## config.mk

```make
export PLATFORM = sky130hd
export DESIGN_NAME = store_buffer
export DESIGN_NICKNAME = d
export VERILOG_FILES = /design/src/rtl/store_buffer.sv
export SDC_FILE = /design/constraint.sdc
export NUM_CORES = 1
export LEC_CHECK = 0
export CORE_MARGIN = 1
export CORE_UTILIZATION = 45
export DETAILED_ROUTE_END_ITERATION = 12
export GPL_ROUTABILITY_DRIVEN = 0
export GPL_TIMING_DRIVEN = 1
export PLACE_DENSITY = 0.67
export SLEW_MARGIN = 5
export SYNTH_ARGS = -nofsm -noshare
export SYNTH_HDL_FRONTEND = slang
export SYNTH_SLANG_ARGS = --single-unit
```

## constraint.sdc

```tcl
create_clock -name clk -period 3.2 [get_ports clk]
set_clock_uncertainty 0.2 [all_clocks]
set_input_delay 0.64 -clock clk [delete_from_list [all_inputs] [get_ports clk]]
set_output_delay 0.64 -clock clk [all_outputs]
set_load 0.01 [all_outputs]
```

## src/rtl/store_buffer.sv

```systemverilog
// Store buffer between the MEM stage and data memory: formats sb/sh/sw stores into
// word-aligned byte-lane writes and queues them in a DEPTH-entry FIFO.
// Optional macro STORE_MISALIGN_TRAP_EN adds misaligned-store detection and the misalign port.
module store_buffer #(
    parameter int DEPTH = 4
) (
    input  logic        clk,
    input  logic        rst,
    input  logic        st_valid,
    output logic        st_ready,
    input  logic [2:0]  st_funct3,
    input  logic [31:0] st_addr,
    input  logic [31:0] st_data,
    output logic        mem_valid,
    input  logic        mem_ready,
    output logic [31:0] mem_addr,
    output logic [31:0] mem_wdata,
    output logic [3:0]  mem_wstrb,
    output logic        buf_empty
`ifdef STORE_MISALIGN_TRAP_EN
    ,
    output logic        misalign
`endif
);

    // Both ports use valid/ready: a transfer happens on a rising edge where valid && ready;
    // ready never depends on valid, and a producer holding valid keeps its payload stable.

    localparam int PW = $clog2(DEPTH);
    localparam int CW = PW + 1;

    localparam logic [2:0] F3_SB = 3'b000;
    localparam logic [2:0] F3_SH = 3'b001;
    localparam logic [2:0] F3_SW = 3'b010;

    logic [CW-1:0] count;
    logic [PW-1:0] wr_ptr;
    logic [PW-1:0] rd_ptr;

    logic [29:0]   entry_addr  [DEPTH];
    logic [31:0]   entry_wdata [DEPTH];
    logic [3:0]    entry_wstrb [DEPTH];

    logic [31:0]   fmt_wdata;
    logic [3:0]    fmt_wstrb;
    logic          fmt_legal;
`ifdef STORE_MISALIGN_TRAP_EN
    logic          fmt_misaligned;
`endif

    logic          accept;
    logic          push;
    logic          pop;

    // Lane formatting: data is replicated across lanes so the strobe alone selects bytes.
    always_comb begin
        fmt_wdata = '0;
        fmt_wstrb = '0;
        fmt_legal = 1'b0;
`ifdef STORE_MISALIGN_TRAP_EN
        fmt_misaligned = 1'b0;
`endif
        case (st_funct3)
            F3_SB: begin
                fmt_wdata = {4{st_data[7:0]}};
                fmt_wstrb = 4'b0001 << st_addr[1:0];
                fmt_legal = 1'b1;
            end
            F3_SH: begin
                fmt_wdata = {2{st_data[15:0]}};
                fmt_wstrb = st_addr[1] ? 4'b1100 : 4'b0011;
                fmt_legal = 1'b1;
`ifdef STORE_MISALIGN_TRAP_EN
                fmt_misaligned = st_addr[0];
`endif
            end
            F3_SW: begin
                fmt_wdata = st_data;
                fmt_wstrb = 4'b1111;
                fmt_legal = 1'b1;
`ifdef STORE_MISALIGN_TRAP_EN
                fmt_misaligned = (st_addr[1:0] != 2'b00);
`endif
            end
            default: begin
                fmt_wdata = '0;
                fmt_wstrb = '0;
                fmt_legal = 1'b0;
            end
        endcase
    end

    // Illegal widths (and misaligned stores when trapping) complete the handshake but push nothing.
    assign st_ready  = (count != CW'(DEPTH));
    assign accept    = st_valid && st_ready;
`ifdef STORE_MISALIGN_TRAP_EN
    assign push      = accept && fmt_legal && !fmt_misaligned;
`else
    assign push      = accept && fmt_legal;
`endif
    assign mem_valid = (count != '0);
    assign pop       = mem_valid && mem_ready;
    assign buf_empty = (count == '0);

    always_ff @(posedge clk) begin
        if (rst) begin
            count  <= '0;
            wr_ptr <= '0;
            rd_ptr <= '0;
        end else begin
            if (push) begin
                wr_ptr <= wr_ptr + PW'(1);
            end
            if (pop) begin
                rd_ptr <= rd_ptr + PW'(1);
            end
            if (push && !pop) begin
                count <= count + CW'(1);
            end else if (pop && !push) begin
                count <= count - CW'(1);
            end
        end
    end

    // Entry storage needs no reset: it is only observed through the count-gated outputs.
    always_ff @(posedge clk) begin
        if (push) begin
            entry_addr[wr_ptr]  <= st_addr[31:2];
            entry_wdata[wr_ptr] <= fmt_wdata;
            entry_wstrb[wr_ptr] <= fmt_wstrb;
        end
    end

`ifdef STORE_MISALIGN_TRAP_EN
    always_ff @(posedge clk) begin
        if (rst) begin
            misalign <= 1'b0;
        end else begin
            misalign <= accept && fmt_legal && fmt_misaligned;
        end
    end
`endif

    assign mem_addr  = mem_valid ? {entry_addr[rd_ptr], 2'b00} : '0;
    assign mem_wdata = mem_valid ? entry_wdata[rd_ptr] : '0;
    assign mem_wstrb = mem_valid ? entry_wstrb[rd_ptr] : '0;

endmodule

```

After elaboration in Yosys (flattened, before gate mapping)
Memories as Yosys holds them, arrays and structs flattened. A register that Yosys moved wholly into a read port is not among the register bits.
Cells that the tools add are included.
Storage, ports and cells
  flip-flop bits (word level): 7
  memory bits (writable): 264
  input port bits: 71
  output and inout port bits: 71
  memories: 3
Operators by class
  add/sub/neg operators: 4
  equality and inequality tests: 3
  shifts and indexed selects: 1
  mux-type cells: 17
  reductions and logical operators: 12
Memory list
  entry_wdata: words 4, width 32, read ports 1, clocked after memory_dff 1, write ports 1, RTL line 41  | logic [31:0] entry_wdata [DEPTH];
  entry_addr: words 4, width 30, read ports 1, clocked after memory_dff 1, write ports 1, RTL line 40  | logic [29:0] entry_addr [DEPTH];
  entry_wstrb: words 4, width 4, read ports 1, clocked after memory_dff 1, write ports 1, RTL line 42  | logic [3:0] entry_wstrb [DEPTH];
Operator list (number)
  32-bit one-hot mux with 3 select lines: 1
  32-bit 2-to-1 mux: 2
  2-bit 2-to-1 mux: 6
  4-bit one-hot mux with 3 select lines: 1
  4-bit 2-to-1 mux: 2
  3-bit logical NOT: 2
  3-bit 2-to-1 mux: 2
  1-bit logical AND: 5
  2-bit by 1-bit adder with 2-bit output (second input constant): 2
  1-bit by 2-bit left shift with 4-bit output (first input constant): 1
  3-bit by 1-bit adder with 3-bit output (second input constant): 1
  3-bit by 1-bit == test with 1-bit output (second input constant): 1
  3-bit by 2-bit == test with 1-bit output (second input constant): 1
  1-bit 2-to-1 mux: 3
  3-bit inequality test (second input constant): 1
  3-bit nonzero test: 1
  3-bit OR reduction: 1
  3-bit by 1-bit subtractor with 3-bit output (second input constant): 1
  1-bit logical NOT: 2
  2-bit nonzero test: 1

Logic depth before layout (Yosys ltp)
Gate-level depths: netlist of the first run.
  depth after elaboration: 8
  mapped depth: 10
  gate-level depth less buffers: 8

Worst setup path after synthesis of the first run
No wires, ideal clock.
  kind: input to register
  start point: input port st_funct3[2]
  end point: memory entry_addr[2][0] (enable)
  arrival time: 2828 ps
  setup slack: -259 ps
  stages on the path: 5
  path through: clkbuf_1 > a21oi_1 > and3_1 > buf_6 > and2_1
On the way
  word-level cells in the longest chain between the ends: 6
Ends and longest elaborated chain
  start: declaration: RTL line 11  | input logic [2:0] st_funct3,
  3-bit by 2-bit == test with 1-bit output (tied with other cells): RTL line 63  | case (st_funct3)
  3-bit OR reduction (no line) (*)
  1-bit 2-to-1 mux (*): RTL line 63
  1-bit logical AND (*): RTL line 99  | assign push = accept && fmt_legal;
  net push: RTL line 52  | logic push;
  1-bit 2-to-1 mux (*): RTL line 127  | if (push) begin
  1-bit 2-to-1 mux (not written as such) (*): RTL line 128  | entry_addr[wr_ptr] <= st_addr[31:2];
  end: declaration: RTL line 40
Mark *: on every way through the listed nets, which the timed path passes. The rest lies on a longest branch.

==> metrics, run 1 <==
largest net degree at the start of global routing 38; number of synthesized flops with an enable pin 264; CTS tree built; Yosys Warn Count 0; die footprint 25100 um2; FFs w/ async S/R, synth 0%; Syn Inst Count 573; DR vias 5794; final number of max-transition violations 0; Static Leak 5.508 nW; register share of total power 43.4%; met3 Track Usage GR 3.375%; Via-to-Cell Ratio 5.360; Top FF cell, synth edfxtp_1; Max Fanout on Critical Path 23; #FFs+latches synth 273; layout cell share with drive strength beyond 1 19.55%; hold path start rd_ptr[1]$_SDFFE_PP0P_; number of hold violations in the final report 0; routed len/inst 20.99 um; post-route minimum period 3034 ps; chip width 158.4 um; clock power share 31.8%; num rows 56; CTS buffer count 28; Yosys top cell by area edfxtp_1; final setup fails 0; synth cell count leaders 264 x edfxtp_1, 78 x and2_1, 66 x mux4_2; RSZ-0062 raised after global routing no; # IOs 142; final core occ 59.65%; clock tree buffer depth 3; CP Class reg2out; n_diodes 0; Core ar. 23750 um2; final period utilization 94.81%; DRT antenna net count 0; clock latency on the worst-skew pair 520 ps; first-pass GRT wire length 34020 um; Syn Std Cell Area 11010 um2; drt initial violations 343; clock sinks 273; Final Total Pwr 9.551 mW; Die H 158.4 um; Post-CTS Hold Buffers 0; IO buf count 139; Overflow after GRT 0; Post-Layout Cell Count 1081; Netlist cell types 29; GRT met2 Usage 30.72%; Seq/Total Area, Yosys 73.63%; P_int 7.185 mW; final setup margin 166.0 ps; Tot GR Track Use 18.39%; Fmax achieved 329.6 MHz; count leader, synth edfxtp_1; worst hold path type reg2reg; top-area cell type share of the netlist area 71.99%; reg-to-reg startpoint count[2]$_SDFFE_PP0P_; Net Sw Frac 24.77%; sw power 2.366 mW; vias in the first global route 6106; Worst Path Arrival 2190 ps; dpl ws -51.50 ps; Crit. End Element output port; mean post-synth cell area 19.22 um2; outcome completed; GR peak layer met2; # DRC 0; Post-DP HPWL 14190 um; Max Cap Violations 0; setup TNS 0 ps; RR Endpoint count[2]$_SDFFE_PP0P_; nets 819; Total Wirelength 22690 um; antenna violations before repair 0; GRT met1 Usage 25.30%; Worst Path Required 2360 ps; Initial Util 46.36%; H-tree levels 1; Reg clk slew, reported paths 60 ps; Reg2Reg Depth 7; Root Driver clkbuf_16; dpl cells 1023; Comb power frac 24.9%; Area Overhead vs Synth 28.66%; hold path cells 2; Critical Path Start Type register; worst vdd ir 370.3 uV; Worst R2R Setup Slack 740 ps; total iterations of the first detailed-routing run 4; power per standard cell area 674.2 nW/um2; top cells by area, synth edfxtp_1 72%, mux4_2 13%, and2_1 4.4%
[through the flow]
stage,hold WS (ps),cell area [um2]
global route,365.1,14170
finish,318.7,14170
floorplan,259.1,11020
detailed placement,296.7,13030
CTS,315.6,13910
global placement,266.8,13030
[power groups by stage]
stage	logic [mW]	clock network (mW)	registers, mW
floorplan	1.25	0	4.17
global placement	2.37	0	4.20
detailed placement	2.40	0	4.21
CTS	2.42	3.10	4.13
global route	2.59	3.25	4.15
finish	2.37	3.03	4.14
[state kept, by name, indices dropped and copies added, names as in the netlist, named ones only]
register / flops
entry_wdata: 128
entry_addr: 120
entry_wstrb: 16
count: 3
rd_ptr: 2
wr_ptr: 2
[how the worst max path moves through the flow]
stage	start	end	slack, ps	cells after the start
2_1_floorplan	st_funct3[2]	entry_addr[0][0]$_DFFE_PP_	460	5
3_3_place_gp	st_funct3[0]	count[2]$_SDFFE_PP0P_	70	9
3_5_place_dp	st_funct3[0]	count[2]$_SDFFE_PP0P_	-50	9
4_1_cts	register	mem_wdata[23]	-100	4
5_1_grt	register	mem_addr[23]	60	4
6_report	register	mem_addr[23]	170	4
[cells by family (layout without fill, tap and decap cells)]
| kind of cell | after synthesis | after routing | synth area share [%] |
|---|---|---|---|
| AOI/OAI and AO/OA | 34 | 34 | 1.738 |
| xor gates and xnor gates | 4 | 4 | 0.3181 |
| adders and majority gates | 6 | 6 | 0.7499 |
| buffers and inverters | 39 | 226 | 1.863 |
| DFF | 273 | 273 | 73.63 |
| muxes | 77 | 77 | 14.54 |
| other | 1 | 2 | 0.03405 |
| and+or+nand+nor | 139 | 140 | 7.124 |
[layout make-up]
| type | count | area, um2 |
|---|---|---|
| inverters | 5 | 18.77 |
| clock buffers | 38 | 759.5 |
| flip-flops and latches | 273 | 8117 |
| multi-input cells | 263 | 2729 |
| repair buffers | 171 | 2043 |
| clock inverters | 12 | 101.3 |
| fillers | 1709 | 9585 |
| well taps | 319 | 399.1 |
[worst max-delay path, cell delays in order (launching register included)]
cell,delay (ps)
dfxtp_4,440
buf_16,230
mux4_2,540
and2_1,170
dlygate4sd2_1,270
[routing by layer]
metal,vias to the layer above,wire length (um)
met1,2979,9868
li1,2574,-
met3,32,1543
met5,-,0
met2,209,10950
met4,0,321
[what timing repair did]
action	in CTS	in global routing
gates cloned	0	3
gates resized for setup	6	68
setup buffers	3	2
endpoints found under the setup margin	67	62
[placed cells by master, fill, tap and decap left out, types with 7 or more instances in the layout]
master / n
or2_2: 7
edfxtp_1: 264
clkdlybuf4s50_1: 73
mux2i_1: 10
nand2_1: 12
a21oi_1: 24
dlymetal6s2s_1: 62
nor2_1: 23
clkbuf_1: 9
and2_1: 74
clkbuf_16: 30
buf_12: 16
buf_4: 12
nor2b_1: 11
mux4_2: 66
clkinv_1: 7
No activity file was read; power rests on OpenSTA's default activity.
==> inputs of run 2 (changes only) <==
- CELL_PAD_IN_SITES_DETAIL_PLACEMENT: default -> 1
- CELL_PAD_IN_SITES_GLOBAL_PLACEMENT: default -> 1
- PLACE_DENSITY: 0.67 -> 0.73
- clock period: 3.2 -> 3.3 ns (I/O delays scaled with it)
==> run 2 against run 1 <==
Die area unchanged. Final cell count increased by 1.6%. Worst hold slack got worse by 22 ps. Combinational power about the same. First-iteration DRC count decreased by 25%. Clock power decreased by 1%. Wire length increased by 7.4%. Non-clock buffer count increased by 13. Via count about the same. Register-to-register slack improved by 20 ps. Clock-buffer cell count decreased by 3.
==> metrics, run 2 (synthesis results as in run 1) <==
DRT antenna net count 0 (unchanged); outcome completed (unchanged); worst hold path type reg2reg (unchanged); dpl cells 1026 (was 1023); Post-DP HPWL 15690 um (was 14190 um); Tot GR Track Use 19.96% (was 18.39%); Total Wirelength 24370 um (was 22690 um); metal2 WL 12340 um (was 10950 um); final period utilization 97.56%; antenna violations before repair 2 (was 0); dpl ws -154.1 ps (was -51.50 ps); chip width 158.4 um (unchanged); drt initial violations 257 (was 343); Die H 158.4 um (unchanged); hold path start rd_ptr[1]$_SDFFE_PP0P_ (unchanged); commonest cells after routing, fill and taps aside 264 x edfxtp_1, 92 x clkdlybuf4s50_1, 73 x and2_1 (was 264 x edfxtp_1, 74 x and2_1, 73 x clkdlybuf4s50_1); setup TNS 0 ps (unchanged); final setup fails 0 (unchanged); Worst R2R Setup Slack 760 ps (was 740 ps); # IOs 142 (unchanged); placed instance area 13020 um2 (was 13030 um2); Fmax achieved 310.6 MHz; final number of max-transition violations 0 (unchanged); total iterations of the first detailed-routing run 4 (unchanged); largest net degree at the start of global routing 43 (was 38); Post-Layout Cell Count 1098 (was 1081); clock tree buffer depth 3 (unchanged); Post-CTS Hold Buffers 0 (unchanged); Final Total Pwr 9.369 mW (was 9.551 mW); CTS tree built (unchanged); RR Endpoint count[2]$_SDFFE_PP0P_ (unchanged); first-pass GRT wire length 36710 um (was 34020 um); Most flops, register entry_wdata (unchanged); Reg2Reg Depth 7 (unchanged); Via-to-Cell Ratio 5.278 (was 5.360); routed len/inst 22.19 um (was 20.99 um); max reg flops 128 (unchanged); worst vdd ir 454.9 uV (was 370.3 uV); highest metal used met5 (was met4); post-route minimum period 3220 ps; Static Leak 5.194 nW (was 5.508 nW); final core occ 59.75% (was 59.65%); IO buf count 139 (unchanged); Worst Path Required 2440 ps (was 2360 ps); reg-to-reg startpoint count[0]$_SDFFE_PP0P_ (was count[2]$_SDFFE_PP0P_); Critical Path Start Type register (unchanged); num rows 56 (unchanged); largest registers entry_wdata: 128 flops, entry_addr: 120 flops, entry_wstrb: 16 flops (unchanged); clock sinks 273 (unchanged); CTS buffer count 30 (was 28); Routed met3 length 1720 um (was 1543 um); layout cell share with drive strength beyond 1 21.82% (was 19.55%); commonest non-fill, non-tap cell in the layout edfxtp_1 (unchanged); Initial Util 46.36% (unchanged); RSZ-0062 raised after global routing no (unchanged); Core ar. 23750 um2 (unchanged); Crit. End Element output port (unchanged); Max Cap Violations 0 (unchanged); Overflow after GRT 0 (unchanged); nets 833 (was 819); number of hold violations in the final report 0 (unchanged); Finished Cell Area 14190 um2 (was 14170 um2); final setup margin 80.44 ps (was 166.0 ps); CP Class reg2out (unchanged); die footprint 25100 um2 (unchanged); Worst Path Arrival 2360 ps (was 2190 ps); hold path cells 2 (unchanged); clock latency on the worst-skew pair 540 ps (was 520 ps); Area Overhead vs Synth 28.87% (was 28.66%); Max Fanout on Critical Path 8 (was 23); H-tree levels 1 (unchanged); vias in the first global route 6348 (was 6106); Reg clk slew, reported paths 60 ps (about the same); n_diodes 0 (unchanged); Metal-1 WL 9934 um (was 9868 um); Root Driver clkbuf_16 (unchanged); DR vias 5795 (was 5794); # DRC 0 (unchanged); power per standard cell area 660.2 nW/um2 (was 674.2 nW/um2); fillers 2063 (was 1709); Final Hold Slack 296.6 ps (was 318.7 ps)
==> run 2: what timing repair did <==
action	in CTS	in global routing
endpoints found under the setup margin	61	49
gates resized for setup	18	39
gates cloned	1	0
buffers inserted	7	9
==> run 2: power breakdown <==
group / leakage (nW) / total [mW] / internal [mW] / switching [mW]
clock network: 0.445 / 2.99 / 1.70 / 1.28
registers: 2.49 / 4.02 / 3.95 / 0.0704
logic: 2.26 / 2.37 / 1.32 / 1.05
==> run 2: layout make-up <==
cell class | count | area (um2) | share of cell area [%]
flip-flops and latches | 273 | 8115 | 57.19
multi-input cells | 262 | 2716 | 19.14
repair buffers | 184 | 2052 | 14.46
clock buffers | 35 | 790.8 | 5.572
well taps | 319 | 399.1 | 2.813
clock inverters | 20 | 98.84 | 0.6965
inverters | 5 | 18.77 | 0.1323
==> run 2: critical path: stages, from the launching register on <==
cell	delay [ps]
dfxtp_4	440
buf_6	190
mux4_2	500
and2_1	180
clkdlybuf4s50_1	510
==> run 2: worst max path at each step <==
| stage | start | to | slack [ps] | depth (start not counted) |
|---|---|---|---|---|
| after floorplan | st_funct3[2] | entry_addr[0][0]$_DFFE_PP_ | 540 | 5 |
| after global placement | st_funct3[0] | count[2]$_SDFFE_PP0P_ | 140 | 9 |
| after detailed placement | st_funct3[0] | count[2]$_SDFFE_PP0P_ | -150 | 9 |
| after CTS | register | mem_addr[16] | -20 | 4 |
| after global routing | count[0]$_SDFFE_PP0P_ | mem_wstrb[3] | 0.7 | 4 |
| final | register | mem_wdata[1] | 80 | 4 |
==> run 2: metal layers <==
layer	up-vias	GRT usage (%)
met4	4	4.441
met1	2985	25.37
li1	2600	-
met2	171	34.88
met3	35	4.573
met5	-	0
==> inputs of run 3 (changes only) <==
- PLACE_DENSITY: 0.73 -> 0.8
==> run 3 against run 2 <==
Critical endpoint is now mem_wdata[25]. Die area is the same. Fmax shrank 0.66%. Combinational power shrank 5%. Total power shrank 3.2%. Clock power shrank 7.0%. Wire length shrank 0.16%. Critical path type unchanged.
==> metrics, run 3 (synthesis results as in run 1) <==
largest registers entry_wdata: 128 flops, entry_addr: 120 flops, entry_wstrb: 16 flops (unchanged); final setup fails 0 (unchanged); Static Leak 4.723 nW (was 5.194 nW); CTS buffer count 27 (was 30); Total Wirelength 24330 um (was 24370 um); n_diodes 0 (unchanged); CP Class reg2out (unchanged); first-pass GRT wire length 37630 um (was 36710 um); Crit. End Element output port (unchanged); Die H 158.4 um (unchanged); register share of total power 44.3% (was 42.9%); # DRC 0 (unchanged); final core occ 58.04% (was 59.75%); Root Driver clkbuf_16 (unchanged); Comb power frac 24.9% (was 25.3%); total iterations of the first detailed-routing run 4 (unchanged); Overflow after GRT 0 (unchanged); commonest cells after routing, fill and taps aside 264 x edfxtp_1, 105 x clkdlybuf4s50_1, 74 x and2_1 (was 264 x edfxtp_1, 92 x clkdlybuf4s50_1, 73 x and2_1); Post-CTS Hold Buffers 0 (unchanged); Area Overhead vs Synth 25.19% (was 28.87%); clock power share 30.7% (was 31.9%); max incr delay on CP 510 ps (about the same); commonest non-fill, non-tap cell in the layout edfxtp_1 (unchanged); CTS tree built (unchanged); chip width 158.4 um (unchanged); max reg flops 128 (unchanged); Worst Path Required 2440 ps (about the same); die footprint 25100 um2 (unchanged); Initial Util 46.36% (unchanged); DR vias 5801 (was 5795); dpl ws -54.66 ps (was -154.1 ps); vias in the first global route 6448 (was 6348); clock latency on the worst-skew pair 530 ps (was 540 ps); layout cell share with drive strength beyond 1 18.94% (was 21.82%); clock sinks 273 (unchanged); nets 814 (was 833); Max Cap Violations 0 (unchanged); Core ar. 23750 um2 (unchanged); Reg2Reg Depth 7 (unchanged); Max Fanout on Critical Path 7 (was 8); Worst Path Arrival 2380 ps (was 2360 ps); Final Hold Slack 334.0 ps (was 296.6 ps); # IOs 142 (unchanged); final period utilization 98.21% (was 97.56%); IO buf count 139 (unchanged); Fmax achieved 308.6 MHz (was 310.6 MHz); Via-to-Cell Ratio 5.401 (was 5.278); RSZ-0062 raised after global routing yes (was no); clock tree buffer depth 3 (unchanged); routed len/inst 22.65 um (was 22.19 um); power per standard cell area 657.7 nW/um2 (was 660.2 nW/um2); Most flops, register entry_wdata (unchanged); final number of max-transition violations 0 (unchanged); H-tree levels 1 (unchanged); P_int 6.754 mW (was 6.964 mW); final setup margin 59.08 ps (was 80.44 ps); largest net degree at the start of global routing 57 (was 43); Net Sw Frac 25.51% (was 25.67%); antenna violations before repair 1 (was 2); num rows 56 (unchanged); crit-path cells buf_6 -> mux4_2 -> and2_1 -> clkdlybuf4s50_1 (unchanged); drt initial violations 326 (was 257); Critical Path Start Type register (unchanged); Tot GR Track Use 20.42% (was 19.96%); post-route minimum period 3241 ps (was 3220 ps); worst hold path type reg2reg (unchanged); hold path cells 2 (unchanged); slowest stage cell, crit path mux4_2 (was clkdlybuf4s50_1); sw power 2.313 mW (was 2.405 mW); Post-DP HPWL 15910 um (was 15690 um); Reg clk slew, reported paths 60 ps (about the same); outcome completed (unchanged); Final Total Pwr 9.067 mW (was 9.369 mW); number of hold violations in the final report 0 (unchanged); DRT antenna net count 0 (unchanged); worst vdd ir 369.9 uV (was 454.9 uV)
[run 3: area by class of cell]
type                    instances  area, um2
multi-input cells             262       2718
well taps                     319      399.1
inverters                       5      18.77
fillers                      2091       9967
clock buffers                  35      705.7
flip-flops and latches        273       8115
clock inverters                12      85.08
repair buffers                168       1744
[run 3: layer usage]
layer,up-vias,track usage (%),routed length (um)
met3,28,3.783,1457
li1,2558,-,-
met4,2,4.350,281
met5,-,0,13
met1,3017,26.73,10430
met2,196,35.61,12150
[run 3: path summary, 6_finish.rpt]
check	endpoint	startpoint	slack, ps
setup / recovery	mem_wdata[25]	register	60
hold / removal	register	rd_ptr[1]$_SDFFE_PP0P_	330
setup reg to reg	count[2]$_SDFFE_PP0P_	count[0]$_SDFFE_PP0P_	870
hold reg to reg	register	rd_ptr[1]$_SDFFE_PP0P_	330
[run 3: power by group through the flow]
| stage | clock, mW | combinational [mW] | sequential (mW) |
|---|---|---|---|
| finish | 2.78 | 2.26 | 4.02 |
| global route | 2.97 | 2.46 | 4.03 |
| CTS | 2.85 | 2.29 | 4.02 |
| detailed placement | 0 | 2.34 | 4.10 |
| global placement | 0 | 2.29 | 4.08 |
| floorplan | 0 | 1.21 | 4.05 |
[run 3: timing repair]
item,CTS,global route
cloned,0,0
endpoints found under the setup margin,60,41
setup buffers,1,6
resized for setup,25,13
[run 3: worst max-delay path, delay by kind of cell, from the launching register on]
kind                   cells  cell delay, ps
buffers and inverters      2             680
multiplexers               1             510
flip-flops                 1             450
AND/OR/NAND/NOR            1             200
[run 3: stage by stage]
step                      setup TNS, ps  std cells  cell area (um2)
final                                 0       1074            13790
after floorplan                       0        574            11020
after global placement                0       1020            12930
after detailed placement         -54.66       1020            12930
after CTS                        -23.30       1068            13700
after global routing             -41.55       1074            13790
